**config.mk**
```make
export PLATFORM = sky130hd
export DESIGN_NAME = mem_view_sequencer
export DESIGN_NICKNAME = d
export VERILOG_FILES = /design/src/rtl/mem_view_sequencer.sv
export SDC_FILE = /design/constraint.sdc
export NUM_CORES = 1
export LEC_CHECK = 0
export ABC_AREA = 1
export BUFFER_PORTS_ARGS = -buffer_cell sky130_fd_sc_hd__buf_2
export CAP_MARGIN = 20
export CORE_AREA = 2 2 76 150
export CTS_CLUSTER_SIZE = 40
export DETAILED_ROUTE_END_ITERATION = 8
export DIE_AREA = 0 0 78 152
export PLACE_DENSITY = 0.73
export SYNTH_ARGS = -nofsm -noshare
export SYNTH_HDL_FRONTEND = slang
export SYNTH_SLANG_ARGS = --single-unit
```
**constraint.sdc**
```tcl
create_clock -name CLOCK -period 2.1 [get_ports CLOCK]
set_clock_uncertainty 0.05 [all_clocks]
set_input_delay 0.21 -clock CLOCK [delete_from_list [all_inputs] [get_ports CLOCK]]
set_output_delay 0.21 -clock CLOCK [all_outputs]
set_load 0.1 [all_outputs]
```
**src/rtl/mem_view_sequencer.sv**
```systemverilog
// Read sequencer for the memory viewer: issues one req/ack read at a time to REG/RAM/ROM,
// captures the returned word with its display address and holds it for a dwell period.
module mem_view_sequencer #(
  parameter int DWELL   = 50_000_000,
  parameter int TIMEOUT = 1024
) (
  input  logic        CLOCK,
  input  logic        RESET_N,
  input  logic        MODE,
  input  logic [1:0]  MAN_SEL,
  input  logic [4:0]  MAN_ADDR,
  output logic        RD_REQ,
  output logic [1:0]  RD_SEL,
  output logic [4:0]  RD_ADDR,
  input  logic        RD_ACK,
  input  logic [31:0] RD_DATA,
  output logic [31:0] DATA,
  output logic [31:0] MEM,
  output logic [1:0]  SEL_OUT,
  output logic        ERR
);

  typedef enum logic [1:0] {S_IDLE, S_ISSUE, S_DWELL} state_t;

  localparam logic [31:0] DWELL_LAST   = 32'(DWELL - 1);
  localparam logic [31:0] TIMEOUT_LAST = 32'(TIMEOUT - 1);

  state_t      r_state;
  state_t      w_nextState;
  logic [31:0] r_cnt;
  logic [1:0]  r_ptrSrc;
  logic [4:0]  r_ptrIdx;

  logic        w_enterIssue;
  logic        w_capture;
  logic        w_timeout;
  logic        w_advance;
  logic [1:0]  w_advSrc;
  logic [4:0]  w_advIdx;
  logic [1:0]  w_scanSrc;
  logic [4:0]  w_scanIdx;
  logic [1:0]  w_loadSel;
  logic [4:0]  w_loadAddr;
  logic [31:0] w_capMem;

  always_ff @(posedge CLOCK or negedge RESET_N) begin
    if (!RESET_N) begin
      r_state <= S_IDLE;
    end else begin
      r_state <= w_nextState;
    end
  end

  // An ack takes priority over a timeout expiring on the same edge.
  always_comb begin
    w_nextState  = r_state;
    w_enterIssue = 1'b0;
    w_capture    = 1'b0;
    w_timeout    = 1'b0;
    w_advance    = 1'b0;
    case (r_state)
      S_IDLE: begin
        w_nextState  = S_ISSUE;
        w_enterIssue = 1'b1;
      end
      S_ISSUE: begin
        if (RD_ACK) begin
          w_capture   = 1'b1;
          w_nextState = S_DWELL;
        end else if (r_cnt == TIMEOUT_LAST) begin
          w_timeout   = 1'b1;
          w_nextState = S_DWELL;
        end
      end
      S_DWELL: begin
        if (r_cnt == DWELL_LAST) begin
          w_nextState  = S_ISSUE;
          w_enterIssue = 1'b1;
          w_advance    = MODE;
        end
      end
      default: w_nextState = S_IDLE;
    endcase
  end

  always_comb begin
    w_advIdx = r_ptrIdx + 5'd1;
    w_advSrc = r_ptrSrc;
    if (r_ptrIdx == 5'd31) begin
      w_advSrc = (r_ptrSrc == 2'd2) ? 2'd0 : r_ptrSrc + 2'd1;
    end
    w_scanSrc  = w_advance ? w_advSrc : r_ptrSrc;
    w_scanIdx  = w_advance ? w_advIdx : r_ptrIdx;
    w_loadSel  = MODE ? w_scanSrc : ((MAN_SEL == 2'd3) ? 2'd0 : MAN_SEL);
    w_loadAddr = MODE ? w_scanIdx : MAN_ADDR;
    w_capMem   = (RD_SEL == 2'd0) ? {27'd0, RD_ADDR} : {25'd0, RD_ADDR, 2'b00};
  end

  // The counter restarts on every state change, so it measures time spent in the current state.
  always_ff @(posedge CLOCK or negedge RESET_N) begin
    if (!RESET_N) begin
      r_cnt    <= '0;
      r_ptrSrc <= '0;
      r_ptrIdx <= '0;
      RD_REQ   <= 1'b0;
      RD_SEL   <= '0;
      RD_ADDR  <= '0;
    end else begin
      r_cnt <= (w_nextState != r_state) ? 32'd0 : r_cnt + 32'd1;
      if (w_advance) begin
        r_ptrSrc <= w_advSrc;
        r_ptrIdx <= w_advIdx;
      end
      if (w_enterIssue) begin
        RD_REQ  <= 1'b1;
        RD_SEL  <= w_loadSel;
        RD_ADDR <= w_loadAddr;
      end else if (w_capture || w_timeout) begin
        RD_REQ <= 1'b0;
      end
    end
  end

  always_ff @(posedge CLOCK or negedge RESET_N) begin
    if (!RESET_N) begin
      DATA    <= '0;
      MEM     <= '0;
      SEL_OUT <= '0;
      ERR     <= 1'b0;
    end else if (w_capture || w_timeout) begin
      DATA    <= w_capture ? RD_DATA : 32'hDEADBEEF;
      MEM     <= w_capMem;
      SEL_OUT <= RD_SEL;
      ERR     <= w_timeout;
    end
  end

endmodule

```
==> impl_metrics.toml, run 1 <==
[status]
run_status = "completed"

[worst_setup_path]
path_class = "reg2reg"
critical_path.startpoint_type = "register"
worst-r2r-cell-count = 9
cp_data_required_time_ns = 2.31
critPathMaxFanout = 35
crit_start = "r_cnt[0]$_DFF_PN0_"
r2r_setup_slack_ns = 0.18
cp_data_arrival_time_ns = 2.13
r2r_start = "r_cnt[0]$_DFF_PN0_"
timing.rr.end = "MEM[3]$_DFFE_PN0P_"
endpoint = "MEM[3]$_DFFE_PN0P_"
worst_setup_path_end_kind = "register"

[floorplanning]
core.rowCount = 54
dieWidth_microns = 78
num_io_pins = 118
initial_core_util_pct = 43.6
fp.dieArea_sq_um = 11900
core_area_sq_um = 10800
die_h_microns = 152

[clock_network]
cts-buffers-inserted = 9
clock_tree.buffer_depth = 2
worst_skew_pair.late_latency_ns = 0.34
post-cts-setup-buffer-count = 0
cts.sink_count = 91
worst_setup_hold_path_clk_slew_ns = 0.07
h-tree-depth = 3
ctsRootBufferMaster = "sky130_fd_sc_hd__clkbuf_16"
tritoncts = "built"

[timing]
max_freq_mhz = 521
maxSlewHeadroom_pct = 65.9
timing.final.max_slew_violations = 0
hold_viol_final = 0
fin_crit_sh_pct = 91.4
final-setup-viol-count = 0
fin_setup_tns_ns = 0
worst_slew_pin_slew_ns = 0.511
rsz0062_at_grt = "no"
min_period_ns = 1.92

[drt]
highest_layer = "met4"
met2_wirelength_microns = 6750
wl_met1_microns = 4150
ant_nets = 0
dr_wl_met3_microns = 450
post_drt_wl_per_cell_microns = 14.2
vias = 4136
drtIter0Drc = 306
drt-vias-per-instance = 4.93
route.detailed.drc = 0
drt_first_pass_iters = 6
wirelength_microns = 11900

[global_routing]
grt_max_degree = 55
grt_first_pass_wirelength_microns = 19700
grt_usage_pct = 21.2
antenna_found_initial = 0
vias_in_the_first_global_route = 4181
grt.overflow.total = 0

[pwr]
total_leakage_power_nw = 2.73
power.ir.vdd_worst_v = 0.000935
fin_total_pwr_mw = 9.01
p_per_area_nw_per_um2 = 1620

[finish]
antenna_cells_inserted = 0
flow.area_growth_from_synthesis_pct = 18.1
final_net_count = 740
drive_above_1_share_pct = 20.3

[yosys]
postSynthRegisterBits = 91
ys_top_cells_by_area = "sky130_fd_sc_hd__dfrtp_1, sky130_fd_sc_hd__nor2_1, sky130_fd_sc_hd__nand2_1, sky130_fd_sc_hd__nand3_1, sky130_fd_sc_hd__buf_4"
yosysTopAreaCellShare_pct = 48.3
syn_avg_cell_area_sq_um = 7.97
post_synthesis_cell_area_sq_um = 4720
post_synth_inst_count = 592
yosys_most_used_dff = "sky130_fd_sc_hd__dfrtp_1"
synth_async_sr_flop_share_pct = 100
synth_sequential_area_ratio_pct = 48.3
yosysTopAreaCell = "sky130_fd_sc_hd__dfrtp_1"
synth_edf_count = 0
ys_warn_count = 0
post_synth_num_cell_types = 36

[hold_path]
worst_hold_path_type = "in2reg"

[place]
finalWeightedCongestion = 0.963
buffer_ports.inserted = 92
place_hpwl_microns = 9200

[job]
cap_violations = 0
[how the worst min path moves through the flow]
| stage | slack (ns) | end | cells after the start | from |
|---|---|---|---|---|
| detailed placement | 0.17 | r_cnt[7]$_DFF_PN0_ | 1 | RESET_N |
| global placement | 0.16 | r_cnt[7]$_DFF_PN0_ | 1 | RESET_N |
| global route | 0.03 | DATA[14]$_DFFE_PN0P_ | 3 | RD_DATA[14] |
| floorplan | -0.14 | DATA[0]$_DFFE_PN0P_ | 0 | RESET_N |
| CTS | 0.01 | DATA[24]$_DFFE_PN0P_ | 3 | RD_DATA[24] |
| finish | 0.02 | DATA[24]$_DFFE_PN0P_ | 3 | RD_DATA[24] |
[cell usage in the layout, fill, tap and decap left out, types with 3 or more instances in the layout]
cell type	netlist	final
sky130_fd_sc_hd__o21ai_0	5	5
sky130_fd_sc_hd__nand3_2	3	4
sky130_fd_sc_hd__xor2_1	18	18
sky130_fd_sc_hd__nor3_1	21	21
sky130_fd_sc_hd__nand3_1	40	39
sky130_fd_sc_hd__ha_1	3	3
sky130_fd_sc_hd__xnor2_1	8	8
sky130_fd_sc_hd__inv_6	0	3
sky130_fd_sc_hd__nand4_1	13	13
sky130_fd_sc_hd__dfrtp_1	91	91
sky130_fd_sc_hd__nor2_1	155	155
sky130_fd_sc_hd__nand2_1	122	122
sky130_fd_sc_hd__clkbuf_16	0	9
sky130_fd_sc_hd__clkinv_4	0	3
sky130_fd_sc_hd__inv_1	40	40
sky130_fd_sc_hd__conb_1	1	25
sky130_fd_sc_hd__a21oi_1	7	7
sky130_fd_sc_hd__nand2_2	6	6
sky130_fd_sc_hd__buf_4	25	13
sky130_fd_sc_hd__buf_2	1	91
[cell families (layout without fill, tap and decap cells)]
family / after synthesis / count (layout) / synth area share, %
other cells: 1 / 25 / 0.0795
simple gates: 374 / 374 / 34.4
xor+xnor: 26 / 26 / 4.83
fa+ha+maj: 3 / 3 / 0.796
mux: 2 / 2 / 0.424
flops: 91 / 91 / 48.3
compound gates: 13 / 13 / 1.43
buf+inv: 82 / 165 / 9.73
[cell usage after synthesis (2+ instances only)]
master	count
sky130_fd_sc_hd__nor2_1	155
sky130_fd_sc_hd__a21oi_1	7
sky130_fd_sc_hd__nand2_2	6
sky130_fd_sc_hd__mux2i_1	2
sky130_fd_sc_hd__nand3_1	40
sky130_fd_sc_hd__nand2_1	122
sky130_fd_sc_hd__xnor2_1	8
sky130_fd_sc_hd__nor3_1	21
sky130_fd_sc_hd__o21ai_0	5
sky130_fd_sc_hd__buf_6	6
sky130_fd_sc_hd__nor2_2	2
sky130_fd_sc_hd__and3_1	2
sky130_fd_sc_hd__ha_1	3
sky130_fd_sc_hd__nor2_4	2
sky130_fd_sc_hd__nand3_2	3
sky130_fd_sc_hd__inv_1	40
sky130_fd_sc_hd__nand2_4	2
sky130_fd_sc_hd__xor2_1	18
sky130_fd_sc_hd__nand4_1	13
sky130_fd_sc_hd__buf_4	25
sky130_fd_sc_hd__dfrtp_1	91
sky130_fd_sc_hd__clkbuf_1	5
[repair_timing]
item	4_1_cts	5_1_grt
hold endpoints to repair	37	0
setup endpoints to repair	0	32
gates resized for setup	0	3
hold buffers	1	0
[registers in the layout (all words and copies together) (netlist names)]
name      flops
RD_ADDR       5
RD_REQ        1
MEM           7
r_cnt        32
r_ptrSrc      2
RD_SEL        2
DATA         32
r_ptrIdx      5
ERR           1
r_state       2
SEL_OUT       2
[power breakdown]
part           switching, mW  leakage (nW)  total (mW)  internal [mW]
clock                  0.744         0.144        1.58          0.834
sequential             0.295          1.15        2.50           2.21
combinational           4.25          1.44        4.92          0.671
[metal layers]
layer  vias up  global-route usage (%)
met5         -                       0
met4         0                    12.7
met3        40                    3.33
met2       139                    39.4
met1      1949                    21.4
li1       2008                       -
[per-stage QoR]
step                      hold slack [ns]  util (%)  area, sq um  setup slack, ns  std cells
after CTS                          0.0128      51.4         5560           0.0926        839
after floorplan                    -0.136         -         4810            0.297        616
after global placement              0.160      48.7         5260            0.185        822
after detailed placement            0.166      48.7         5260            0.113        822
final                              0.0227      51.5         5570            0.180        839
after global routing               0.0340      51.5         5570           0.0255        839
[worst max-delay path, stage by stage, from the launching register on]
cell	delay, ns
sky130_fd_sc_hd__dfrtp_1	0.42
sky130_fd_sc_hd__ha_1	0.22
sky130_fd_sc_hd__nand3_2	0.13
sky130_fd_sc_hd__inv_2	0.10
sky130_fd_sc_hd__nand2_2	0.10
sky130_fd_sc_hd__nor3_4	0.19
sky130_fd_sc_hd__nand3_4	0.11
sky130_fd_sc_hd__nand2_4	0.30
sky130_fd_sc_hd__nor2_1	0.08
sky130_fd_sc_hd__a21oi_1	0.14
[area by class of cell]
class,instances,area (sq um)
Fill cell,1042,5240
Inverter,43,166
Tap cell,140,175
Timing Repair Buffer,106,583
Sequential cell,91,2280
Multi-Input combinational cell,443,2080
Clock buffer,9,225
Clock inverter,7,66.3
(Power assumes the default switching activity.)
==> inputs of run 2 (changes only) <==
--- a/config.mk
+++ b/config.mk
@@ -8,11 +8,11 @@
 export ABC_AREA = 1
 export BUFFER_PORTS_ARGS = -buffer_cell sky130_fd_sc_hd__buf_2
 export CAP_MARGIN = 20
-export CORE_AREA = 2 2 76 150
+export CORE_AREA = 2 2 72 143
 export CTS_CLUSTER_SIZE = 40
 export DETAILED_ROUTE_END_ITERATION = 8
-export DIE_AREA = 0 0 78 152
-export PLACE_DENSITY = 0.73
+export DIE_AREA = 0 0 74 145
+export PLACE_DENSITY = 0.79
 export SYNTH_ARGS = -nofsm -noshare
 export SYNTH_HDL_FRONTEND = slang
 export SYNTH_SLANG_ARGS = --single-unit
==> run 2 against run 1 <==
Via count is 1.2% higher. First-iteration DRC count decreased by 32%. Die area fell by 9.5%. Register-to-register slack about the same. Fmax increased by 0.19%. Critical path depth unchanged. Final cell count decreased by 0.83%. Sequential power hardly changed. Design area about the same.
==> impl_metrics.toml, run 2 (synthesized netlist as in run 1, its figures left out) <==
[pwr]
p_per_area_nw_per_um2 = 1620
power.ir.vdd_worst_v = 0.000941
total_leakage_power_nw = 2.73

[job]
cap_violations = 0

[worst_setup_path]
path_class = "reg2reg"
path_delay_family = "simple AND/OR/NAND/NOR gates"
worstPathBufferInverterCount = 0
cp_data_arrival_time_ns = 2.11
worst_setup_path_end_kind = "register"
critPathMaxFanout = 7
critPathMostFrequentCell = "sky130_fd_sc_hd__nand2_1"
critical_path.startpoint_type = "register"
critical-path-slowest-cell = "sky130_fd_sc_hd__dfrtp_1"
critical_path.max_stage_delay_ns = 0.54
cp_data_required_time_ns = 2.29
worstPathCellList = "nand2_1 -> nor2_1 -> nand3_1 -> nor2_4 -> nand3_1 -> nand2_1 -> nand3_1 -> nand2_1 -> nand2_1"

[finish]
layout.cells.most_common = "sky130_fd_sc_hd__nor2_1"
final_net_count = 741
drive_above_1_share_pct = 20.3
flow.area_growth_from_synthesis_pct = 18.1
utilization_pct = 57.8
antenna_cells_inserted = 0
top_regs = "DATA: 32 flops, r_cnt: 32 flops, MEM: 7 flops"
layout.cells.most_common_list = "sky130_fd_sc_hd__nor2_1, sky130_fd_sc_hd__nand2_1, sky130_fd_sc_hd__dfrtp_1, sky130_fd_sc_hd__buf_2"
layout.cells.non_filler = 832
postLayoutCellArea_sq_um = 5570

[hold_path]
worst_hold_path_type = "in2reg"

[timing]
timing.final.max_slew_violations = 0
fin_crit_sh_pct = 91.3
fin_setup_tns_ns = 0
postLayoutSetupSlackWorst_ns = 0.183
maxSlewHeadroom_pct = 66.0
min_period_ns = 1.92
hold_viol_final = 0
worst_slew_pin_slew_ns = 0.513
max_freq_mhz = 522
rsz0062_at_grt = "no"
final-setup-viol-count = 0

[floorplanning]
dieWidth_microns = 74
core.rowCount = 51
num_io_pins = 118
die_h_microns = 145
initial_core_util_pct = 49.0
core_area_sq_um = 9640
fp.dieArea_sq_um = 10700

[drt]
route.detailed.drc = 0
wirelength_microns = 12000
drtIter0Drc = 208
ant_nets = 0
highest_layer = "met4"
vias = 4185
drt_first_pass_iters = 5
post_drt_wl_per_cell_microns = 14.4
drt-vias-per-instance = 5.03
wl_met1_microns = 3940
dr_wl_met3_microns = 585
met2_wirelength_microns = 6630

[global_routing]
grt_usage_pct = 24.0
grt_max_degree = 39
antenna_found_initial = 0
grt_first_pass_wirelength_microns = 19900
grt.overflow.total = 0
vias_in_the_first_global_route = 4284

[clock_network]
clock_tree.buffer_depth = 2
ctsRootBufferMaster = "sky130_fd_sc_hd__clkbuf_16"
worst_setup_hold_path_clk_slew_ns = 0.07
worst_skew_pair.late_latency_ns = 0.35
ctsHoldBuffers = 1
cts.sink_count = 91
cts-buffers-inserted = 9
h-tree-depth = 3
cts-resized-gates = 0
post-cts-setup-buffer-count = 0
tritoncts = "built"

[place]
placed_cells = 815
detailedPlace.worstSlack_ns = 0.247
finalWeightedCongestion = 1.01
placement.cell_area_sq_um = 5270
buffer_ports.inserted = 92
place_hpwl_microns = 9220

[status]
run_status = "completed"
-- run 2: changes by cell type in the layout (fill, tap and decap cells not counted), sizes merged --
cell,previous run,this run
clkinv,4,5
inv,46,45
buf,105,106
-- run 2: path summary, 6_finish.rpt --
kind	from	to	slack, ns	depth (start not counted)
min reg2reg	DATA[27]$_DFFE_PN0P_	DATA[27]$_DFFE_PN0P_	0.44	2
min in group asynchronous	RESET_N	DATA[29]$_DFFE_PN0P_	0.24	2
max reg2reg	r_cnt[25]$_DFF_PN0_	RD_SEL[0]$_DFFE_PN0P_	0.18	9
min	RD_DATA[17]	DATA[17]$_DFFE_PN0P_	0.01	3
max	r_cnt[25]$_DFF_PN0_	RD_SEL[0]$_DFFE_PN0P_	0.18	9
max in group asynchronous	RESET_N	MEM[1]$_DFFE_PN0P_	1.02	3
-- run 2: final cells by class --
type,count,area (sq um)
Fill cell,855,4060
Sequential cell,91,2280
Multi-Input combinational cell,443,2070
Timing Repair Buffer,107,603
Clock buffer,9,225
Tap cell,132,165
Inverter,43,163
Clock inverter,7,66.3
-- run 2: tightest hold or removal path, delay by kind of cell --
kind	cells	cell delay [ns]
AND/OR/NAND/NOR	2	0.09
buffers and inverters	1	0.07
-- run 2: where the power goes --
part / switching [mW] / total, mW / internal [mW]
Combinational: 4.25 / 4.97 / 0.723
Clock: 0.739 / 1.57 / 0.833
Sequential: 0.290 / 2.50 / 2.21
Total: 5.28 / 9.04 / 3.77
-- run 2: metal layers --
layer / up-vias / GRT usage, %
met5: - / 0
met4: 0 / 16.6
met3: 62 / 3.47
met2: 187 / 42.9
met1: 1922 / 23.9
li1: 2014 / -
-- run 2: metrics by stage --
stage	hold WS, ns	total power [mW]
floorplan	-0.136	6.75
global placement	0.0684	7.46
detailed placement	0.0638	7.53
CTS	0.00888	9.10
global route	0.0277	9.45
finish	0.0121	9.04
==> inputs of run 3 (changes only) <==
--- a/config.mk
+++ b/config.mk
@@ -13,6 +13,7 @@
 export DETAILED_ROUTE_END_ITERATION = 8
 export DIE_AREA = 0 0 74 145
 export PLACE_DENSITY = 0.79
+export RECOVER_POWER = 50
 export SYNTH_ARGS = -nofsm -noshare
 export SYNTH_HDL_FRONTEND = slang
 export SYNTH_SLANG_ARGS = --single-unit
==> constraint.sdc (replaced) <==
create_clock -name CLOCK -period 2.1 [get_ports CLOCK]
set_clock_uncertainty 0.05 [all_clocks]
set_input_delay 0.315 -clock CLOCK [delete_from_list [all_inputs] [get_ports CLOCK]]
set_output_delay 0.315 -clock CLOCK [all_outputs]
set_load 0.1 [all_outputs]
==> run 3 against run 2 <==
Worst hold slack improved by 0.11 ns. Clock-buffer cell count rose by 1. Final cell count did not move. Sequential share of layout area fell by 0.055 points. Critical path depth did not move. Critical path type unchanged. Critical endpoint is now MEM[2]$_DFFE_PN0P_. Largest cell class unchanged. Largest power group unchanged.
==> impl_metrics.toml, run 3 (synthesized netlist as in run 1, its figures left out) <==
[finish]
layout.cells.most_common_list = "sky130_fd_sc_hd__nor2_1, sky130_fd_sc_hd__nand2_1, sky130_fd_sc_hd__dfrtp_1, sky130_fd_sc_hd__buf_2, sky130_fd_sc_hd__inv_1"
layout.cells.most_common = "sky130_fd_sc_hd__nor2_1"
fill_cell_instance_count_of_the_final_layout = 884
antenna_cells_inserted = 0
top_regs = "DATA: 32 flops, r_cnt: 32 flops, MEM: 7 flops"
flow.area_growth_from_synthesis_pct = 18.2
multi_input_area_sq_um = 2080
drive_above_1_share_pct = 20.1
layout.cells.non_filler = 832
final_net_count = 741
register_area_sq_um = 2280

[floorplanning]
core_area_sq_um = 9640
fp.dieArea_sq_um = 10700
core.rowCount = 51
dieWidth_microns = 74
num_io_pins = 118
die_h_microns = 145
initial_core_util_pct = 49.0

[place]
detailedPlace.worstSlack_ns = 0.194
place_hpwl_microns = 9050
placed_cells = 815
finalWeightedCongestion = 0.969
buffer_ports.inserted = 92

[pwr]
fin_total_pwr_mw = 9.11
power.ir.vdd_worst_v = 0.00116
p_per_area_nw_per_um2 = 1630
total_leakage_power_nw = 2.73

[worst_setup_path]
cp_data_arrival_time_ns = 2.14
crit_start = "r_cnt[0]$_DFF_PN0_"
r2r_setup_slack_ns = 0.18
cp_data_required_time_ns = 2.31
critPathMaxFanout = 35
r2r_start = "r_cnt[0]$_DFF_PN0_"
path_class = "reg2reg"
worstPathCellList = "ha_1 -> nand3_2 -> inv_2 -> nand2_2 -> nor3_4 -> nand3_4 -> nand2_4 -> nor2_1 -> a21oi_1"
crit_cells = 9
path_delay_family = "simple AND/OR/NAND/NOR gates"
worstPathBufferInverterCount = 1
critical-path-slowest-cell = "sky130_fd_sc_hd__dfrtp_1"
timing.rr.end = "MEM[2]$_DFFE_PN0P_"
critical_path.startpoint_type = "register"
endpoint = "MEM[2]$_DFFE_PN0P_"
worst-r2r-cell-count = 9
critical_path.max_stage_delay_ns = 0.42
worst_setup_path_end_kind = "register"

[global_routing]
grt_max_degree = 36
grt.overflow.total = 0
antenna_found_initial = 0
vias_in_the_first_global_route = 4173
grt_usage_pct = 23.2
grt_first_pass_wirelength_microns = 19100

[job]
cap_violations = 0

[timing]
rsz0062_at_grt = "no"
timing.final.max_slew_violations = 0
fin_setup_tns_ns = 0
max_freq_mhz = 520
hold_viol_final = 0
maxSlewHeadroom_pct = 23.5
final-setup-viol-count = 0
fin_crit_sh_pct = 91.6
postLayoutSetupSlackWorst_ns = 0.177
worst_slew_pin_slew_ns = 1.15
min_period_ns = 1.92

[drt]
route.detailed.drc = 0
drt_first_pass_iters = 5
drtIter0Drc = 226
post_drt_wl_per_cell_microns = 14.1
wirelength_microns = 11800
vias = 4166
drt-vias-per-instance = 5.01
ant_nets = 0

[clock_network]
clock_tree.buffer_depth = 2
cts.sink_count = 91
tritoncts = "built"
worst_setup_hold_path_clk_slew_ns = 0.07
cts-buffers-inserted = 9
h-tree-depth = 3
worst_skew_pair.late_latency_ns = 0.34
ctsRootBufferMaster = "sky130_fd_sc_hd__clkbuf_16"

[hold_path]
worst_hold_path_type = "in2reg"

[status]
run_status = "completed"
[run 3: worst min-delay path by stage]
| stage | start | slack (ns) | endpoint | cells after the start |
|---|---|---|---|---|
| global placement | RESET_N | 0.17 | r_cnt[0]$_DFF_PN0_ | 1 |
| detailed placement | RESET_N | 0.16 | r_cnt[0]$_DFF_PN0_ | 1 |
| global route | RD_DATA[20] | 0.13 | DATA[20]$_DFFE_PN0P_ | 3 |
| finish | RD_DATA[20] | 0.12 | DATA[20]$_DFFE_PN0P_ | 3 |
| floorplan | RESET_N | -0.03 | DATA[0]$_DFFE_PN0P_ | 0 |
| CTS | RD_DATA[20] | 0.12 | DATA[20]$_DFFE_PN0P_ | 3 |
[run 3: worst reg2reg max path, cell delays in order (launching register included)]
cell,delay (ns)
sky130_fd_sc_hd__dfrtp_1,0.42
sky130_fd_sc_hd__ha_1,0.23
sky130_fd_sc_hd__nand3_2,0.12
sky130_fd_sc_hd__inv_2,0.10
sky130_fd_sc_hd__nand2_2,0.10
sky130_fd_sc_hd__nor3_4,0.22
sky130_fd_sc_hd__nand3_4,0.11
sky130_fd_sc_hd__nand2_4,0.29
sky130_fd_sc_hd__nor2_1,0.08
sky130_fd_sc_hd__a21oi_1,0.13
[run 3: routing by layer]
| metal | global-route usage (%) | vias up | routed length, microns |
|---|---|---|---|
| met5 | 0 | - | 0 |
| met4 | 14.7 | 0 | 743 |
| met3 | 4.03 | 50 | 546 |
| met2 | 42.3 | 175 | 6440 |
| met1 | 22.7 | 1929 | 4030 |
| li1 | - | 2012 | - |
[run 3: report_power, final]
part	leakage (nW)	switching (mW)	internal [mW]	total, mW
sequential	1.15	0.312	2.21	2.52
combinational	1.45	4.24	0.715	4.96
clock	0.140	0.689	0.935	1.62
[run 3: stage by stage]
stage	hold slack (ns)	instance area [sq um]	util, %
floorplan	-0.0306	4810	-
global placement	0.170	5270	54.7
detailed placement	0.165	5270	54.7
CTS	0.115	5580	57.9
global route	0.127	5580	57.9
finish	0.124	5580	57.9
[run 3: repair_timing]
item / 4_1_cts / 5_1_grt
hold buffers: 1 / 0
endpoints found under the hold margin: 17 / 0
gates resized for setup: 0 / 1
endpoints found under the setup margin: 0 / 3
buffers inserted: 0 / 0
[run 3: cell type report]
| class | instances | share of cell area, % |
|---|---|---|
| flip-flops and latches | 91 | 40.8 |
| repair buffers | 107 | 10.7 |
| clock inverters | 6 | 1.28 |
| multi-input cells | 443 | 37.2 |
| clock buffers | 10 | 4.10 |
| inverters | 43 | 2.92 |
| well taps | 132 | 2.96 |
